**src/rtl/rr_select_arbiter.sv**
```systemverilog
// Round-robin arbiter for one shared 4-way active-low select: bounded grant length,
// dead cycles between grants, registered index/enable and decoded one-hot outputs.
module rr_select_arbiter #(
  parameter int HOLD_MAX = 8,
  parameter int IDLE_GAP = 1
) (
  input  logic       clk,
  input  logic       rst_n,
  input  logic [3:0] req,
  output logic       sel_a,
  output logic       sel_b,
  output logic       sel_e_n,
  output logic [3:0] sel_n,
  output logic       timeout
);

  typedef enum logic [1:0] {IDLE, GRANT, GAP} state_t;

  localparam logic [7:0] HOLD_LAST = 8'(HOLD_MAX - 1);
  localparam logic [3:0] GAP_LOAD  = (IDLE_GAP > 0) ? 4'(IDLE_GAP - 1) : 4'd0;

  state_t     state_q, state_d;
  logic [1:0] rr_ptr_q, rr_ptr_d;
  logic [1:0] idx_q, idx_d;
  logic [7:0] hold_cnt_q, hold_cnt_d;
  logic [3:0] gap_cnt_q, gap_cnt_d;
  logic       sel_e_n_q, sel_e_n_d;
  logic [3:0] sel_n_q, sel_n_d;
  logic       timeout_q, timeout_d;

  logic [1:0] arb_ptr;
  logic [1:0] arb_idx;
  logic       release_now;
  logic       do_arb;

  function automatic logic [3:0] decode_n(input logic [1:0] idx);
    logic [3:0] res;
    case (idx)
      2'd0:    res = 4'b0111;
      2'd1:    res = 4'b1011;
      2'd2:    res = 4'b1101;
      default: res = 4'b1110;
    endcase
    return res;
  endfunction

  // A zero-gap release re-arbitrates at the same edge, so it must already see the advanced pointer.
  always_comb begin
    arb_ptr = (state_q == GRANT) ? idx_q + 2'd1 : rr_ptr_q;
    arb_idx = arb_ptr;
    for (int i = 3; i >= 0; i--) begin
      if (req[arb_ptr + 2'(i)]) arb_idx = arb_ptr + 2'(i);
    end
  end

  assign release_now = !req[idx_q] || (hold_cnt_q == HOLD_LAST);

  always_comb begin
    state_d    = state_q;
    rr_ptr_d   = rr_ptr_q;
    idx_d      = idx_q;
    hold_cnt_d = hold_cnt_q;
    gap_cnt_d  = gap_cnt_q;
    sel_e_n_d  = sel_e_n_q;
    sel_n_d    = sel_n_q;
    timeout_d  = 1'b0;
    do_arb     = 1'b0;

    case (state_q)
      IDLE: do_arb = 1'b1;
      GRANT: begin
        if (release_now) begin
          rr_ptr_d  = idx_q + 2'd1;
          timeout_d = req[idx_q];
          if (IDLE_GAP > 0) begin
            state_d   = GAP;
            gap_cnt_d = GAP_LOAD;
            sel_e_n_d = 1'b1;
            sel_n_d   = 4'b1111;
          end else begin
            do_arb = 1'b1;
          end
        end else begin
          hold_cnt_d = hold_cnt_q + 8'd1;
        end
      end
      GAP: begin
        if (gap_cnt_q == 4'd0) do_arb = 1'b1;
        else                   gap_cnt_d = gap_cnt_q - 4'd1;
      end
      default: state_d = IDLE;
    endcase

    if (do_arb) begin
      if (|req) begin
        state_d    = GRANT;
        idx_d      = arb_idx;
        hold_cnt_d = 8'd0;
        sel_e_n_d  = 1'b0;
        sel_n_d    = decode_n(arb_idx);
      end else begin
        state_d   = IDLE;
        sel_e_n_d = 1'b1;
        sel_n_d   = 4'b1111;
      end
    end
  end

  always_ff @(posedge clk) begin
    if (!rst_n) begin
      state_q    <= IDLE;
      rr_ptr_q   <= 2'd0;
      idx_q      <= 2'd0;
      hold_cnt_q <= 8'd0;
      gap_cnt_q  <= 4'd0;
      sel_e_n_q  <= 1'b1;
      sel_n_q    <= 4'b1111;
      timeout_q  <= 1'b0;
    end else begin
      state_q    <= state_d;
      rr_ptr_q   <= rr_ptr_d;
      idx_q      <= idx_d;
      hold_cnt_q <= hold_cnt_d;
      gap_cnt_q  <= gap_cnt_d;
      sel_e_n_q  <= sel_e_n_d;
      sel_n_q    <= sel_n_d;
      timeout_q  <= timeout_d;
    end
  end

  assign sel_a   = idx_q[1];
  assign sel_b   = idx_q[0];
  assign sel_e_n = sel_e_n_q;
  assign sel_n   = sel_n_q;
  assign timeout = timeout_q;

endmodule

```
**config.mk**
```make
export PLATFORM = sky130hd
export DESIGN_NAME = rr_select_arbiter
export DESIGN_NICKNAME = d
export VERILOG_FILES = /design/src/rtl/rr_select_arbiter.sv
export SDC_FILE = /design/constraint.sdc
export NUM_CORES = 1
export LEC_CHECK = 0
export ABC_CLOCK_PERIOD_IN_PS = 4100
export BUFFER_PORTS_ARGS = -buffer_cell sky130_fd_sc_hd__buf_2
export CORE_MARGIN = 2
export CORE_UTILIZATION = 40
export DETAILED_ROUTE_END_ITERATION = 8
export REMOVE_ABC_BUFFERS = 1
export SLEW_MARGIN = 30
export SYNTH_ARGS = -nofsm -noshare
export SYNTH_HDL_FRONTEND = slang
export SYNTH_SLANG_ARGS = --single-unit
```
**constraint.sdc**
```tcl
create_clock -name clk -period 4.1 [get_ports clk]
set_clock_uncertainty 0.05 [all_clocks]
set_input_delay 0.41 -clock clk [delete_from_list [all_inputs] [get_ports clk]]
set_output_delay 0.41 -clock clk [all_outputs]
set_load 0.05 [all_outputs]
```
==> metrics.md, run 1 <==
| Metric | Value |
|---|---|
| Number of global-route vias before repair | `1029` |
| Worst path arrival time | `2.40 ns` |
| Post-Syn Instances | `146` |
| Max_cap viols | `0` |
| Post-Route WL | `2.561 mm` |
| Worst slew margin | `54.01%` |
| Grt total ovfl | `0` |
| I/O pin count | `14` |
| First-pass GRT wire length | `4.485 mm` |
| Min Tclk post-route | `2.238 ns` |
| First-iteration detailed-routing DRC count | `32` |
| Hpwl dp | `1.958 mm` |
| Post-detailed-placement cell area | `1371 sq um` |
| FF-to-FF path depth | `5` |
| Dominant synthesized flop cell | `sky130_fd_sc_hd__dfxtp_1` |
| Clock tree from TritonCTS | `built` |
| Leakage Power | `0.0005562 uW` |
| CTS H-tree depth | `1` |
| Synth area leaders | `sky130_fd_sc_hd__dfxtp_1 (38%), sky130_fd_sc_hd__nor2_1 (7.9%), sky130_fd_sc_hd__xor2_1 (4.8%)` |
| Worst min-delay path category | `in -> reg` |
| CTS Sinks | `24` |
| Weighted congestion reported at the end of routability-driven placement | `0.7771` |
| TritonCTS buffer count | `3` |
| Setup WS pre-CTS | `1.934 ns` |
| Average wire per cell in the routed design | `12.68 um` |
| Worst Max-Slew Pin Slew | `0.6835 ns` |
| DRC violation count after routing | `0` |
| Area grow syn2layout | `11.24%` |
| PD cells | `688.9 nW/um^2` |
| X dimension of the die | `60.57 um` |
| Fraction of post-synthesis cell area in the top cell type by area | `37.54%` |
| Library cell used as clock root buffer | `sky130_fd_sc_hd__clkbuf_4` |
| Post-CTS clock slew at the launch and capture registers of the worst setup and hold paths | `0.14 ns` |
| RSZ-0062 raised after global routing | `false` |
| Worst vdd rail ir drop | `0.0003274 V` |
| Final Max Tran Viols | `0` |
| Share of final-layout standard cells stronger than drive strength 1 | `14.56%` |
| Die area | `3669 sq um` |
| Number of vias after detailed routing | `1087` |
| Number of flip-flops and latches in the synthesized netlist | `24` |
| Top cells by instance count after synthesis | `sky130_fd_sc_hd__nor2_1 (27), sky130_fd_sc_hd__dfxtp_1 (24), sky130_fd_sc_hd__inv_1 (7), sky130_fd_sc_hd__xor2_1 (7), sky130_fd_sc_hd__nand2_1 (6)` |
| Synth area leader | `sky130_fd_sc_hd__dfxtp_1` |
| Port bufs | `13` |
| Latest clock arrival within the worst-skew pair | `0.32 ns` |
| Final cycle utilization of the critical path | `54.58%` |
| Antenna violation net count after detailed routing | `0` |
| Setup-violating endpoint count in the final report | `0` |
| Cell area after technology mapping | `1280 sq um` |
| Number of unique standard cell types used by synthesis | `51` |
| EDFF count, synth | `0` |
| Maximum clock path buffer count | `2` |
| All-Layer GR Usage | `16.15%` |
| Final std cell area, no fill | `1424 sq um` |
| Final setup TNS | `0 ns` |
| Min setup slack post-route | `1.862 ns` |
| Highest achievable clock rate | `0.4469 GHz` |
| Post-CTS Setup Bufs | `0` |
| Final-report hold violation count | `0` |
| Initial antenna violation count | `0` |
| Crit Path Max Fanout | `11` |
| Area inside the core boundary | `3053 sq um` |
| Number of nets in the layout | `168` |
| Starting density of the core | `41.93%` |
| Share of the yosys chip area belonging to registers | `37.54%` |
| Launching element type of the critical path | `flip-flop` |
| Worst hold slack after final layout | `0.3154 ns` |
| Depth of the worst hold-timing path | `2` |
| Vert. Die Dim | `60.57 um` |
| Number of buffers inserted for hold repair after clock tree synthesis | `0` |
| First-pass iteration count of the detailed router | `4` |
| Count of inserted antenna diode cells | `0` |
| Pin count of the biggest net entering global routing | `15` |
| Result of the run | `complete, no violations` |
| Share of flip-flops with an asynchronous set or reset | `0%` |
| Design Power | `980.9 uW` |
| Via density | `5.381` |
| Required time at the worst-slack endpoint | `4.26 ns` |
| Critical Path End Type | `flip-flop` |
| Kind of critical path | `reg -> reg` |
| Mean instance size in the synthesized netlist | `8.767 sq um` |
| Number of standard-cell rows in the floorplan | `20` |
| Number of gates resized after cts | `0` |
| Most frequent cell after synthesis | `sky130_fd_sc_hd__nor2_1` |
| FILL cells | `320` |
| Yosys warns | `0` |
-- critical path, cell delays in order (launching register included) --
cell	delay, ns
sky130_fd_sc_hd__dfxtp_1	0.54
sky130_fd_sc_hd__and2b_1	0.27
sky130_fd_sc_hd__mux2_4	0.33
sky130_fd_sc_hd__a221oi_1	0.42
sky130_fd_sc_hd__nand3_1	0.20
sky130_fd_sc_hd__o32a_1	0.32
-- state kept, by name (all words and copies together), names as in the netlist --
register,flops
idx_q,2
sel_n,4
timeout,1
gap_cnt_q,4
hold_cnt_q,8
sel_e_n,1
state_q,2
rr_ptr_q,2
-- routing by layer --
metal	global-route usage [%]	vias to the layer above	share of wire (%)
met3	3.838	4	3.5
met2	26.57	20	47
li1	-	555	-
met4	4.658	0	1.1
met1	21.16	508	49
met5	0	-	0
-- layout by cell type (no fill, tap or decap), types with 4 or more instances in the layout --
cell type / n
sky130_fd_sc_hd__xor2_1: 7
sky130_fd_sc_hd__dfxtp_1: 24
sky130_fd_sc_hd__buf_2: 13
sky130_fd_sc_hd__inv_1: 7
sky130_fd_sc_hd__o21ai_0: 5
sky130_fd_sc_hd__nor3_1: 4
sky130_fd_sc_hd__nor2_1: 27
sky130_fd_sc_hd__nand2_1: 6
-- worst paths after layout --
path | endpoint | startpoint | slack (ns)
worst min register to register | sel_n[3] | sel_n[3] | 0.44
worst max register to register | sel_n[2] | state_q[0] | 1.86
worst min-delay path | sel_e_n | rst_n | 0.32
worst max-delay path | sel_n[2] | state_q[0] | 1.86
-- power by group --
group	switching (uW)	internal [uW]	leakage [uW]
sequential	58.6	283	0.000196
combinational	300	169	0.000332
clock	72.1	98.8	0.0000279
total	430	550	0.000556
-- layout make-up --
cell class / instances / area (sq um) / share of cell area (%)
Multi-Input combinational cell: 110 / 744.5 / 52.28
Sequential cell: 24 / 480.5 / 33.74
Clock inverter: 1 / 30.03 / 2.109
Tap cell: 44 / 55.05 / 3.866
Inverter: 7 / 26.28 / 1.845
Timing Repair Buffer: 13 / 65.06 / 4.569
Clock buffer: 3 / 22.52 / 1.582
-- kinds of logic after synthesis --
logic type               count (synthesis)  synth area share, %
flip-flops                              24                37.54
adder cells (fa/ha/maj)                  3                2.933
AO/OA/AOI/OAI                           31                18.18
buffers and inverters                   12                4.300
AND/OR/NAND/NOR                         62                25.32
multiplexers                             5                5.572
XOR/XNOR                                 9                6.159
-- stage by stage --
step	instances	util, %
final	202	46.64
after global routing	202	46.64
after CTS	202	46.64
after detailed placement	198	44.92
after floorplan	141	-
after global placement	198	44.92
Note: power is estimated with default switching activity, not from simulation.
==> run 2: changes to the inputs <==
Settings changed: ABC_CLOCK_PERIOD_IN_PS 4100 to 2000.
Clock period 4.1 ns to 2 ns, I/O delays scaled along.
==> metrics.md, run 2 (synthesized netlist as in run 1, its figures left out) <==
| Metric | Value |
|---|---|
| Result of the run | `complete, no violations` |
| Area grow syn2layout | `19.75%` |
| Min setup slack post-route | `0.09959 ns` |
| Largest register by flop count | `hold_cnt_q` |
| Count of inserted antenna diode cells | `0` |
| Initial antenna violation count | `0` |
| Number of nets in the layout | `181` |
| Worst vdd rail ir drop | `0.0006851 V` |
| Worst path arrival time | `2.07 ns` |
| Max FFs per register | `8` |
| Launching element type of the critical path | `flip-flop` |
| Worst Max-Slew Pin Slew | `0.3563 ns` |
| Library cell used as clock root buffer | `sky130_fd_sc_hd__clkbuf_4` |
| All-Layer GR Usage | `17.10%` |
| Power Internal | `1281 uW` |
| First-iteration detailed-routing DRC count | `30` |
| Clock tree from TritonCTS | `built` |
| X dimension of the die | `60.57 um` |
| Grt total ovfl | `0` |
| Setup-violating endpoint count in the final report | `0` |
| Kind of critical path | `reg -> reg` |
| Area inside the core boundary | `3053 sq um` |
| Number of standard-cell rows in the floorplan | `20` |
| Pin count of the biggest net entering global routing | `15` |
| Switching share of power | `42.14%` |
| Critical path, cell by cell | `and2b_1 > buf_4 > o311ai_0 > a221oi_1 > o22ai_1 > buf_4 > o32a_1` |
| Antenna violation net count after detailed routing | `0` |
| RSZ-0062 raised after global routing | `false` |
| Met3 usage | `2.772%` |
| DRC violation count after routing | `0` |
| Max_cap viols | `0` |
| Worst stage delay on the critical path | `0.39 ns` |
| GR Util met2 | `27.04%` |
| Setup WS pre-CTS | `0.0009630 ns` |
| First-pass iteration count of the detailed router | `4` |
| Hpwl dp | `2.100 mm` |
| Final-report hold violation count | `0` |
| Post-CTS Setup Bufs | `0` |
| CTS Sinks | `24` |
| Clock network fraction of design power | `16.0%` |
| Weighted congestion reported at the end of routability-driven placement | `0.8926` |
| FILL cells | `323` |
| Number of vias after detailed routing | `1140` |
| Crit Path Max Fanout | `8` |
| Maximum clock path buffer count | `2` |
| TritonCTS buffer count | `3` |
| Total area of multi-input combinational cells | `749.5 sq um` |
| Worst slew margin | `75.91%` |
| Met1 track utilization from global routing | `23.33%` |
| I/O pin count | `14` |
| Starting density of the core | `41.93%` |
| FF/Latch Area | `486.7 sq um` |
| Number of global-route vias before repair | `1061` |
| Share of final-layout standard cells stronger than drive strength 1 | `25.15%` |
| First-pass GRT wire length | `4.761 mm` |
| Post-CTS clock slew at the launch and capture registers of the worst setup and hold paths | `0.14 ns` |
| CTS H-tree depth | `1` |
| Placed insts | `211` |
| Required time at the worst-slack endpoint | `2.17 ns` |
| Switching power | `932.8 uW` |
| Min Tclk post-route | `1.900 ns` |
| Via density | `5.302` |
| Port bufs | `13` |
| Crit path max-delay cell type | `sky130_fd_sc_hd__dfxtp_4` |
| Critical Path End Type | `flip-flop` |
| Final setup TNS | `0 ns` |
| Highest achievable clock rate | `0.5262 GHz` |
| Most common cell after layout, fill and taps aside | `sky130_fd_sc_hd__nor2_1` |
| Post-Route WL | `2.834 mm` |
| Die area | `3669 sq um` |
| Average wire per cell in the routed design | `13.18 um` |
| Vert. Die Dim | `60.57 um` |
| Number of buffers inserted for hold repair after clock tree synthesis | `0` |
| Comb pwr share | `52.9%` |
| Cell repeated most along the worst path | `sky130_fd_sc_hd__buf_4` |
| Worst min-delay path category | `in -> reg` |
| Top Usage Layer GRT | `met2` |
| Non-filler instance count after layout | `215` |
| PD cells | `1444 nW/um^2` |
| Commonest cells after routing, fill and taps aside | `sky130_fd_sc_hd__nor2_1 (26), sky130_fd_sc_hd__dfxtp_1 (21), sky130_fd_sc_hd__buf_2 (13), sky130_fd_sc_hd__buf_4 (13)` |
| Latest clock arrival within the worst-skew pair | `0.32 ns` |
| Leakage Power | `0.0006124 uW` |
| Final Max Tran Viols | `0` |
| Part of the power in registers | `31.1%` |
| Final cycle utilization of the critical path | `95.02%` |
==> run 2: power by group through the flow <==
stage | combinational (uW) | sequential [uW] | clock, uW
CTS | 1140 | 685 | 363
finish | 1170 | 687 | 355
floorplan | 569 | 887 | 0
global placement | 1130 | 690 | 0
detailed placement | 1140 | 692 | 0
global route | 1270 | 710 | 387
==> run 2: path summary, 6_finish.rpt <==
kind / from / to / slack [ns] / cells after the start
worst max-delay path: state_q[1] / sel_n[2] / 0.1 / 7
worst min-delay path: rst_n / sel_e_n / 0.11 / 2
worst max register to register: state_q[1] / sel_n[2] / 0.1 / 7
worst min register to register: sel_n[2] / sel_n[2] / 0.44 / 1
==> run 2: worst max-delay path: cells and delay by family (launching register included) <==
kind | cells | cell delay, ns
AO/OA/AOI/OAI | 4 | 0.84
buffers and inverters | 2 | 0.29
flip-flops | 1 | 0.39
AND/OR/NAND/NOR | 1 | 0.23
==> run 2: cell type report <==
type	count	area share, %
inverter	7	1.714
timing repair buffer	26	10.61
clock inverter	1	1.959
sequential	24	31.76
clock buffer	3	1.469
multi-input combinational	110	48.90
tap	44	3.592
==> run 2: through the flow <==
stage | cell area, sq um | util (%) | total power (uW) | hold slack (ns)
2_1_floorplan | 1251 | - | 1456 | 0.2262
3_3_place_gp | 1469 | 48.11 | 1818 | 0.4041
3_5_place_dp | 1469 | 48.11 | 1828 | 0.4102
4_1_cts | 1524 | 49.92 | 2192 | 0.09751
5_1_grt | 1533 | 50.20 | 2370 | 0.09262
6_report | 1533 | 50.20 | 2214 | 0.1060
==> run 2: what timing repair did <==
item | 4_1_cts | 5_1_grt
gates resized for setup | 2 | 6
endpoints found under the hold margin | 0 | 0
pin swaps | 0 | 2
setup endpoints to repair | 4 | 7
==> run 2: metal layers <==
metal | wire length [um] | vias to the layer above
met1 | 1382 | 541
met4 | 28 | 0
li1 | - | 576
met2 | 1322 | 19
met5 | 0 | -
met3 | 100 | 4
==> run 3: changes to the inputs <==
Settings changed: CORE_UTILIZATION 40 to 32.
==> metrics.md, run 3 (synthesized netlist as in run 1, its figures left out) <==
| Metric | Value |
|---|---|
| CTS H-tree depth | `1` |
| Worst min-delay path category | `in -> reg` |
| Setup-violating endpoint count in the final report | `0` |
| Number of nets in the layout | `184` |
| Via density | `5.261` |
| Weighted congestion reported at the end of routability-driven placement | `0.9065` |
| Pin count of the biggest net entering global routing | `14` |
| Number of standard-cell rows in the floorplan | `22` |
| Total area of multi-input combinational cells | `775.7 sq um` |
| TritonCTS buffer count | `3` |
| CTS Sinks | `24` |
| Result of the run | `complete, no violations` |
| Min Tclk post-route | `1.947 ns` |
| Post-CTS clock slew at the launch and capture registers of the worst setup and hold paths | `0.08 ns` |
| Number of vias after detailed routing | `1168` |
| Commonest cells after routing, fill and taps aside | `sky130_fd_sc_hd__nor2_1 (27), sky130_fd_sc_hd__dfxtp_1 (20), sky130_fd_sc_hd__buf_4 (16)` |
| Critical Path End Type | `flip-flop` |
| Area grow syn2layout | `24.05%` |
| Max FFs per register | `8` |
| Post-Route WL | `2.799 mm` |
| All-Layer GR Usage | `13.51%` |
| Share of final-layout standard cells stronger than drive strength 1 | `29.31%` |
| Worst path arrival time | `2.06 ns` |
| Most common cell after layout, fill and taps aside | `sky130_fd_sc_hd__nor2_1` |
| Die area | `4522 sq um` |
| Worst slew margin | `71.02%` |
| Final cycle utilization of the critical path | `97.37%` |
| Kind of critical path | `reg -> reg` |
| Average wire per cell in the routed design | `12.61 um` |
| Final setup TNS | `0 ns` |
| Max_cap viols | `0` |
| Highest achievable clock rate | `0.5135 GHz` |
| Worst Max-Slew Pin Slew | `0.4293 ns` |
| Final Max Tran Viols | `0` |
| Min setup slack post-route | `0.05251 ns` |
| First-pass GRT wire length | `4.726 mm` |
| Vert. Die Dim | `67.25 um` |
| FF/Latch Area | `485.5 sq um` |
| Number of buffers inserted for hold repair after clock tree synthesis | `0` |
| Leakage Power | `0.0006400 uW` |
| Latest clock arrival within the worst-skew pair | `0.27 ns` |
| Grt total ovfl | `0` |
| FILL cells | `405` |
| Clock tree from TritonCTS | `built` |
| Initial antenna violation count | `0` |
| Library cell used as clock root buffer | `sky130_fd_sc_hd__clkbuf_8` |
| Worst vdd rail ir drop | `0.0008286 V` |
| Setup WS pre-CTS | `0.001413 ns` |
| PD cells | `1416 nW/um^2` |
| DRC violation count after routing | `0` |
| Port bufs | `13` |
| Count of inserted antenna diode cells | `0` |
| Crit Path Max Fanout | `6` |
| Final-report hold violation count | `0` |
| X dimension of the die | `67.25 um` |
| I/O pin count | `14` |
| Maximum clock path buffer count | `2` |
| First-pass iteration count of the detailed router | `4` |
| Starting density of the core | `34.19%` |
| Required time at the worst-slack endpoint | `2.11 ns` |
| Hpwl dp | `2.112 mm` |
| Number of global-route vias before repair | `1103` |
| Antenna violation net count after detailed routing | `0` |
| Launching element type of the critical path | `flip-flop` |
| Area inside the core boundary | `3744 sq um` |
| First-iteration detailed-routing DRC count | `28` |
| Largest register by flop count | `hold_cnt_q` |
-- run 3: cell types whose count changed in the layout (fill, tap and decap cells not counted), moves of 2 or more --
cell | before | now
sky130_fd_sc_hd__buf_4 | 13 | 16
sky130_fd_sc_hd__clkbuf_8 | 0 | 4
sky130_fd_sc_hd__dfxtp_2 | 2 | 4
sky130_fd_sc_hd__clkbuf_4 | 3 | 0
-- run 3: metal layers --
layer / wire [um] / share of wire [%] / global-route usage (%) / vias to the layer above
met3: 93 / 3.3 / 2.833 / 5
met4: 31 / 1.1 / 5.357 / 0
met2: 1321 / 47 / 22.03 / 22
met1: 1352 / 48 / 17.38 / 554
met5: 0 / 0 / 0 / -
li1: - / - / - / 587
-- run 3: timing repair --
item	4_1_cts	5_1_grt
hold endpoints to repair	0	0
resized for setup	3	9
endpoints found under the setup margin	6	5
pin swaps	0	2
setup buffers	0	1
-- run 3: path summary, 6_finish.rpt --
path                                 start  endpoint  slack, ns  cells after the start
worst max register to register  state_q[1]  sel_n[3]       0.05                      6
worst max-delay path            state_q[1]  sel_n[3]       0.05                      6
worst min register to register    sel_n[3]  sel_n[3]       0.43                      1
worst min-delay path                 rst_n   sel_e_n       0.17                      2
-- run 3: cell type report --
type / count / share of cell area [%]
Clock buffer: 4 / 3.467
Inverter: 7 / 1.655
Tap cell: 48 / 3.783
Timing Repair Buffer: 29 / 11.66
Multi-Input combinational cell: 110 / 48.86
Sequential cell: 24 / 30.58
-- run 3: per-stage QoR --
step	hold slack (ns)	utilization [%]	std cells	power [uW]	instance area, sq um
after floorplan	0.2262	-	141	1456	1251
after global placement	0.3997	39.77	217	1838	1489
after detailed placement	0.4133	39.77	217	1839	1489
after CTS	0.1638	41.34	221	2189	1548
after global routing	0.1738	42.41	222	2398	1588
final	0.1673	42.41	222	2249	1588
-- run 3: report_power, final --
| part | switching, uW | internal (uW) |
|---|---|---|
| Clock | 153 | 176 |
| Sequential | 108 | 588 |
| Combinational | 697 | 527 |
| Total | 958 | 1290 |
-- run 3: worst max-delay path: stages, from the launching register on --
cell                       delay (ns)
sky130_fd_sc_hd__dfxtp_2         0.34
sky130_fd_sc_hd__buf_4           0.15
sky130_fd_sc_hd__or4bb_2         0.61
sky130_fd_sc_hd__o31ai_2         0.09
sky130_fd_sc_hd__a221oi_2        0.12
sky130_fd_sc_hd__and2_4          0.16
sky130_fd_sc_hd__o32a_1          0.33
